$ cat src/rtl/vu_frame_ctrl.sv
// Frame-synchronous VU-meter controller: per-frame max of handshaked level samples,
// committed during vertical sync, with peak-hold/decay and registered 3/3/2 bar rendering.
module vu_frame_ctrl #(
  parameter int unsigned BAR_Y0     = 200,
  parameter int unsigned BAR_H      = 80,
  parameter int unsigned PEAK_HOLD  = 30,
  parameter int unsigned DECAY_STEP = 4,
  parameter int unsigned YEL_X      = 400,
  parameter int unsigned RED_X      = 520
) (
  input  logic       clk,
  input  logic       rst,
  input  logic       lvl_valid,
  input  logic [7:0] lvl_data,
  output logic       lvl_ready,
  input  logic       vs,
  input  logic       de,
  input  logic [9:0] px_x,
  input  logic [9:0] px_y,
  output logic [2:0] RED,
  output logic [2:0] GREEN,
  output logic [1:0] BLUE,
  output logic       frame_tick
);

  localparam int unsigned HW = (PEAK_HOLD < 2) ? 1 : $clog2(PEAK_HOLD + 1);

  localparam logic [9:0]    ROW_LO    = 10'(BAR_Y0);
  localparam logic [9:0]    ROW_HI    = 10'(BAR_Y0 + BAR_H - 1);
  localparam logic [9:0]    YEL_COL   = 10'(YEL_X);
  localparam logic [9:0]    RED_COL   = 10'(RED_X);
  localparam logic [HW-1:0] HOLD_INIT = HW'(PEAK_HOLD);
  localparam logic [7:0]    DEC       = 8'(DECAY_STEP);

  localparam logic [7:0] C_BLACK  = 8'b000_000_00;
  localparam logic [7:0] C_WHITE  = 8'b111_111_11;
  localparam logic [7:0] C_RED    = 8'b111_000_00;
  localparam logic [7:0] C_YELLOW = 8'b111_111_00;
  localparam logic [7:0] C_GREEN  = 8'b000_111_00;
  localparam logic [7:0] C_GREY   = 8'b001_001_00;

  typedef enum logic [1:0] {
    S_WAIT_VS,
    S_ACCUM,
    S_COMMIT,
    S_PEAK
  } state_t;

  state_t          state_q, state_d;
  logic            vs_q;
  logic [7:0]      acc_q,  acc_d;
  logic [7:0]      bar_q,  bar_d;
  logic [7:0]      peak_q, peak_d;
  logic [HW-1:0]   hold_q, hold_d;
  logic [7:0]      rgb_q,  rgb_d;

  logic            fall;
  logic            xfer;
  logic [7:0]      peak_dec;
  logic [9:0]      bar_px;
  logic [9:0]      peak_px;
  logic [9:0]      peak_end;
  logic            in_rows;
  logic            on_marker;
  logic            lit;

  assign fall       = vs_q & ~vs;
  assign lvl_ready  = (state_q == S_ACCUM);
  assign xfer       = lvl_valid & lvl_ready;
  assign frame_tick = (state_q == S_COMMIT);
  assign peak_dec   = (peak_q > DEC) ? (peak_q - DEC) : '0;

  always_comb begin
    state_d = state_q;
    acc_d   = acc_q;
    bar_d   = bar_q;
    peak_d  = peak_q;
    hold_d  = hold_q;
    case (state_q)
      S_ACCUM: begin
        // A sample arriving on the fall cycle still lands in this frame's max.
        if (xfer && (lvl_data > acc_q)) acc_d = lvl_data;
        if (fall) state_d = S_COMMIT;
      end
      S_COMMIT: begin
        bar_d   = acc_q;
        acc_d   = '0;
        state_d = S_PEAK;
      end
      S_PEAK: begin
        if (bar_q >= peak_q) begin
          peak_d = bar_q;
          hold_d = HOLD_INIT;
        end else if (hold_q != '0) begin
          hold_d = hold_q - 1'b1;
        end else begin
          peak_d = (peak_dec > bar_q) ? peak_dec : bar_q;
        end
        state_d = S_WAIT_VS;
      end
      S_WAIT_VS: begin
        if (vs) state_d = S_ACCUM;
      end
      default: state_d = S_WAIT_VS;
    endcase
  end

  always_ff @(posedge clk or negedge rst) begin
    if (!rst) begin
      state_q <= S_WAIT_VS;
      vs_q    <= 1'b1;
      acc_q   <= '0;
      bar_q   <= '0;
      peak_q  <= '0;
      hold_q  <= '0;
    end else begin
      state_q <= state_d;
      vs_q    <= vs;
      acc_q   <= acc_d;
      bar_q   <= bar_d;
      peak_q  <= peak_d;
      hold_q  <= hold_d;
    end
  end

  // Level to pixels is x2.5 (255 -> 637), kept within 10 bits.
  assign bar_px    = {1'b0, bar_q, 1'b0} + {3'b000, bar_q[7:1]};
  assign peak_px   = {1'b0, peak_q, 1'b0} + {3'b000, peak_q[7:1]};
  assign peak_end  = peak_px + 10'd3;
  assign in_rows   = (px_y >= ROW_LO) && (px_y <= ROW_HI);
  assign on_marker = (peak_q != '0) && (px_x >= peak_px) && (px_x <= peak_end);
  assign lit       = (px_x < bar_px);

  always_comb begin
    rgb_d = C_GREY;
    if (!de || !in_rows)                rgb_d = C_BLACK;
    else if (on_marker)                 rgb_d = C_WHITE;
    else if (lit && (px_x >= RED_COL))  rgb_d = C_RED;
    else if (lit && (px_x >= YEL_COL))  rgb_d = C_YELLOW;
    else if (lit)                       rgb_d = C_GREEN;
  end

  always_ff @(posedge clk or negedge rst) begin
    if (!rst) rgb_q <= '0;
    else      rgb_q <= rgb_d;
  end

  assign {RED, GREEN, BLUE} = rgb_q;

endmodule

$ cat config.mk
export PLATFORM = sky130hd
export DESIGN_NAME = vu_frame_ctrl
export DESIGN_NICKNAME = d
export VERILOG_FILES = /design/src/rtl/vu_frame_ctrl.sv
export SDC_FILE = /design/constraint.sdc
export NUM_CORES = 1
export LEC_CHECK = 0
export CORE_MARGIN = 1
export CORE_UTILIZATION = 30
export DETAILED_ROUTE_END_ITERATION = 16
export PLACE_DENSITY = 0.49
export SYNTH_ARGS = -nofsm -noshare
export SYNTH_HDL_FRONTEND = slang
export SYNTH_SLANG_ARGS = --single-unit
$ cat constraint.sdc
create_clock -name clk -period 3.3 [get_ports clk]
set_input_delay 0.66 -clock clk [delete_from_list [all_inputs] [get_ports clk]]
set_output_delay 0.66 -clock clk [all_outputs]
set_load 0.005 [all_outputs]
* Word-level counts from Yosys, hierarchy flattened
Cells that the tools add are included.
Storage, ports and cells: flip-flop bits (word level) 40, input port bits 33, output and inout port bits 10, word-level logic and storage cells 67
Cells by class: add/sub/neg operators 5, $lt $le $gt $ge 11, equality and inequality tests 7, muxes and demuxes 16, bitwise operators 3, reduce and logical (&&, ||, !) cells 18
Operators by type and width (count):
- two-way mux 8 bit | 9
- adder 9 x 7 -> 10 bit | 2
- greater-than comparator 8 bit | 2
- one-hot mux 8 bit (2 select lines) | 1
- adder 10 x 2 -> 10 bit (second input constant) | 1
- >= comparator 10 bit | 1
- >= comparator 10 bit (second input constant) | 1
- >= comparator 10 x 8 -> 1 bit (second input constant) | 1
- >= comparator 10 x 9 -> 1 bit (second input constant) | 1
- <= comparator 10 bit | 1
- <= comparator 10 x 9 -> 1 bit (second input constant) | 1
- less-than comparator 10 bit | 1
- two-way mux 5 bit | 2
- >= comparator 8 bit | 1
- greater-than comparator 8 x 3 -> 1 bit (second input constant) | 1
- one-hot mux 2 bit (4 select lines) | 1
- AND reduction 2 bit | 4
- nonzero test 8 bit | 1
- subtractor 8 x 3 -> 8 bit (second input constant) | 1
- logical AND 1 bit | 6
- two-way mux 6 bit | 1
- nonzero test 5 bit | 1
- subtractor 5 x 1 -> 5 bit (second input constant) | 1
- equality test 2 bit (second input constant) | 2
- other kinds (10) | 16

* Depth between registers and ports, before layout
word-level depth 7, depth in mapped cells 16, gate-level depth less buffers 16

* Worst setup path after synthesis
No wires, ideal clock.
kind register to register, start register peak_q[2], end register rgb_q[2], setup time 0.127 ns, arrival 3.364 ns, data required time 3.173 ns, setup slack -0.191 ns, cell stages (with the launch flop) 17, path buffers 0, period minus slack after synthesis 3.491 ns, cells stage by stage dfrtp_1 > ha_1 > fa_1 > a211oi_1 > nor2_1 > xor2_1 > inv_1 > nor3_1 > nand3_1 > xor2_1 > ha_1 > nand2_1 > o21ai_0 > mux2_2 > o31ai_1 > o311a_1 > or2_2
Between the ends: cells in the longest elaborated chain, start to end 6, elaborated cells on any way between the ends 9, those cells by class 2 x add/sub; 2 x order compare; 2 x mux; 3 x reduce/logical
RTL lines:
- start, declared | RTL line 53 | logic [7:0] peak_q, peak_d;
- start signal, assigned | RTL line 121 | peak_q <= peak_d;
- adder 9 x 7 -> 10 bit | RTL line 128 | assign peak_px = {1'b0, peak_q, 1'b0} + {3'b000, peak_q[7:1]};
- adder 10 x 2 -> 10 bit / >= comparator 10 bit (equally long branches) | RTL line 129, 131
- <= comparator 10 bit / logical AND 1 bit (equally long branches) | RTL line 131 | assign on_marker = (peak_q != '0) && (px_x >= peak_px) && (px_x <= peak_end);
- logical AND 1 bit * | RTL line 131
- two-way mux 8 bit * | RTL line 137 | else if (on_marker) rgb_d = C_WHITE;
- two-way mux 8 bit * | RTL line 136 | if (!de || !in_rows) rgb_d = C_BLACK;
- via rgb_d[2] | RTL line 55 | logic [7:0] rgb_q, rgb_d;
- end signal, assigned | RTL line 145 | else rgb_q <= rgb_d;
- end, declared | RTL line 55
Mark *: on every way through the listed nets, which the timed path passes. The rest lies on a longest branch. A chain may end at the register's enable or synchronous reset.

* Final worst setup path
start register peak_q[3], end register rgb_q[4]
Between the ends: cells in the longest elaborated chain, start to end 6, elaborated cells on any way between the ends 9, those cells by class 2 x add/sub; 2 x order compare; 2 x mux; 3 x reduce/logical
RTL lines (RTL line):
- adder 9 x 7 -> 10 bit | 128
- adder 10 x 2 -> 10 bit / >= comparator 10 bit (equally long branches) | 129, 131
- <= comparator 10 bit / logical AND 1 bit (equally long branches) | 131
- logical AND 1 bit * | 131
- two-way mux 8 bit * | 137
- two-way mux 8 bit * | 136
Mark *: on every way between the ends. The rest lies on a longest branch, timed or not.

==> impl_metrics.env <==
export IMPL_powerDensity_nw_per_um2=1120
export IMPL_firstDrtPassIters=7
export IMPL_rsz0062_at_grt="true"
export IMPL_hpwlAfterDp_um=7820
export IMPL_hold_viol_final=0
export IMPL_finalWirelength_um=9490
export IMPL_critical_path_max_stage_delay_ns=0.44
export IMPL_cts_root_buffer="clkbuf_16"
export IMPL_postLayoutCellArea_um2=4910
export IMPL_synthTopCellsByArea="ha_1, dfrtp_1, inv_1"
export IMPL_htreeDepth=2
export IMPL_antenna_cells=0
export IMPL_syn_nets=535
export IMPL_outcome="finished with violations"
export IMPL_vias=3296
export IMPL_crit_buf_inv=1
export IMPL_gp_congestion=0.779
export IMPL_fin_cells=673
export IMPL_area_delta_synth_final_pct=28.8
export IMPL_register_area_um2=927
export IMPL_end_kind="register"
export IMPL_fmax_mhz=300
export IMPL_power_mw=5.52
export IMPL_ys_types=64
export IMPL_synth_edf_count=0
export IMPL_start_util_pct=31.2
export IMPL_ys_warn_count=0
export IMPL_cts_buffer_depth=2
export IMPL_final_antenna_net_count=0
export IMPL_final_min_clock_period_ns=3.34
export IMPL_clkTransAtPathRegs_ns=0.06
export IMPL_dp_cells=659
export IMPL_yosysTopAreaCell="ha_1"
export IMPL_relSlewSlack_pct=40.9
export IMPL_multi_input_area_um2=2750
export IMPL_synthCells=425
export IMPL_synth_main_ff_cell="dfrtp_1"
export IMPL_crit_slowest_cell="dfrtp_1"
export IMPL_cp_required_ns=3.51
export IMPL_grt_overflow_total=0
export IMPL_io_pins=43
export IMPL_drc=0
export IMPL_peakVddDrop_uv=375
export IMPL_worstPathArrival_ns=3.55
export IMPL_setup_violations_final=4
export IMPL_grt_max_degree=38
export IMPL_wl_per_cell_um=14.1
export IMPL_worstSetupPathType="register to register"
export IMPL_numPortBuffers=39
export IMPL_die_h_um=115
export IMPL_antenna_found_initial=0
export IMPL_violations="setup timing"
export IMPL_clock_latency_ns=0.29
export IMPL_grt_pass1_vias=3415
export IMPL_min_path_type="primary input to asynchronous set/reset pin"
export IMPL_core_area_um2=12200
export IMPL_synth_async_reset_ratio_pct=100
export IMPL_grt_usage_pct=15.6
export IMPL_critPathMaxFanout=5
export IMPL_slew_viol_final=0
export IMPL_cts_tree="built"
export IMPL_tns_ns=-0.122
export IMPL_first_iter_violations=106
export IMPL_fin_ws_ns=-0.0388
export IMPL_place_area_um2=4650
export IMPL_die_area_um2=13200
export IMPL_fp_dieW_um=115
export IMPL_cp_cell_sequence="ha_1 > a21o_1 > a221o_1 > o21a_1 > o21ai_2 > xnor2_2 > a31oi_1 > ha_1 > a21oi_2 > o21ai_2 > buf_4 > o31ai_4 > o311a_4 > o21bai_1"
export IMPL_rows=40
export IMPL_fillers=1267
export IMPL_syn_area_um2=3810
export IMPL_finalClockSkew_ns=0.00639
export IMPL_layout_drive_gt1_share_pct=17.0
export IMPL_vias_per_cell=4.90
export IMPL_syn_avg_cell_area_um2=8.97
export IMPL_finalCritPeriodShare_pct=101
export IMPL_synth_top_area_share_pct=24.6
export IMPL_seq_area_frac_synth_pct=24.3
export IMPL_cts_buffers=5
export IMPL_grt_first_pass_wirelength_um=16300
export IMPL_nNetsFinal=614
export IMPL_start_kind="register"
export IMPL_max_slew_worst_pin_slew_ns=0.886
export IMPL_cellLeakagePower_nw=2.29
export IMPL_critical_path_top_delay_family="compound AO/OA/AOI/OAI gates"
export IMPL_drv_cap=0
export IMPL_clkSinkCount=37
export IMPL_ys_seq_elements=37
-- layer usage --
metal	vias up	routed length, um	GRT usage (%)
li1	1707	-	-
met1	1523	4480	20.2
met2	57	4610	27.5
met3	9	250	1.85
met4	0	147	4.50
met5	-	0	0
-- cells in the mapped netlist, types with 4 or more instances --
library cell and n:
inv_1 43, nand2b_1 5, clkbuf_1 6, nand2_1 17
o21ai_0 22, a21oi_1 27, nor3_1 10, or3_1 4
o31ai_1 4, ha_1 75, nand4_1 7, dfrtp_1 36
mux2i_1 7, and3_1 5, o21a_1 6, a31oi_1 11
xnor2_1 12, xor2_1 7, o2bb2ai_1 6, nor2b_1 5
nand3_1 11, a21o_1 10, nor2_1 27
-- cells in the final DEF, fill, tap and decap left out, types with 3 or more instances in the layout --
cell and n:
a21oi_2 3, nor2b_1 5, nand2b_1 5, nor2_1 26
o21ai_2 3, buf_4 45, o31ai_1 3, and3_1 4
inv_1 43, a21oi_1 24, xnor2_1 10, nand4_1 7
nor3_1 9, a31oi_1 11, clkdlybuf4s50_1 38, o21bai_1 3
xor2_1 7, or3_1 4, o21a_1 5, dfrtp_1 36
o211ai_1 3, ha_1 74, nand3_1 11, nand2_1 17
a21o_1 10, o2bb2ai_1 6, clkbuf_16 5, mux2i_1 7
o21ai_0 20
-- final timing paths --
path / to / from / cells after the start / slack [ns]
hold / removal: acc_q[2]$_DFFE_PN0P_ / rst / 1 / 0.50
setup / recovery: rgb_q[4]$_DFF_PN0_ / peak_q[3]$_DFFE_PN0P_ / 14 / -0.04
setup reg to reg: rgb_q[4]$_DFF_PN0_ / peak_q[3]$_DFFE_PN0P_ / 14 / -0.04
max in group asynchronous: hold_q[2]$_DFFE_PN0P_ / rst / 1 / 2.24
hold reg to reg: hold_q[4]$_DFFE_PN0P_ / hold_q[4]$_DFFE_PN0P_ / 1 / 0.51
min in group clk: hold_q[4]$_DFFE_PN0P_ / hold_q[4]$_DFFE_PN0P_ / 1 / 0.51
-- logic make-up (layout without fill, tap and decap cells) --
| kind of cell | count (synthesis) | in the layout | synth area share, % |
|---|---|---|---|
| xor+xnor | 19 | 19 | 4.36 |
| simple gates | 108 | 108 | 14.9 |
| flops | 37 | 37 | 24.3 |
| mux | 10 | 10 | 2.72 |
| fa+ha+maj | 77 | 77 | 25.7 |
| buf+inv | 55 | 135 | 5.97 |
| compound gates | 119 | 119 | 22.1 |
-- flip-flops by register name, summed over array words and instances (netlist names) --
signal	cells
hold_q	5
bar_q	8
peak_q	8
acc_q	8
rgb_q	5
vs_q	1
state_q	2
-- report_power, final --
| part | internal [mW] | total (mW) | switching (mW) | leakage [nW] |
|---|---|---|---|---|
| logic | 2.05 | 4.28 | 2.23 | 1.75 |
| clock network | 0.277 | 0.465 | 0.188 | 0.0706 |
| registers | 0.622 | 0.773 | 0.151 | 0.469 |
| total | 2.95 | 5.52 | 2.57 | 2.29 |
-- cell type report --
class / count / area share, %
Clock buffer: 6 / 2.62
Multi-Input combinational cell: 333 / 56.0
Inverter: 43 / 3.29
Clock inverter: 2 / 0.204
Timing Repair Buffer: 84 / 14.7
Sequential cell: 37 / 18.9
Tap cell: 168 / 4.28
-- stage by stage --
stage / setup slack, ns / hold WS, ns / utilization, %
after detailed placement: -0.180 / 0.500 / 38.1
after CTS: -0.0942 / 0.512 / 39.7
after floorplan: 0.0215 / 0.364 / -
after global placement: -0.142 / 0.476 / 38.1
after global routing: -0.281 / 0.520 / 40.2
final: -0.0388 / 0.495 / 40.2
-- what timing repair did --
item	CTS	global route
buffers inserted	3	3
pin swaps	9	3
resized for setup	10	7
hold buffers	0	0
setup endpoints to repair	5	12
Power figures use the tool's default switching activity.
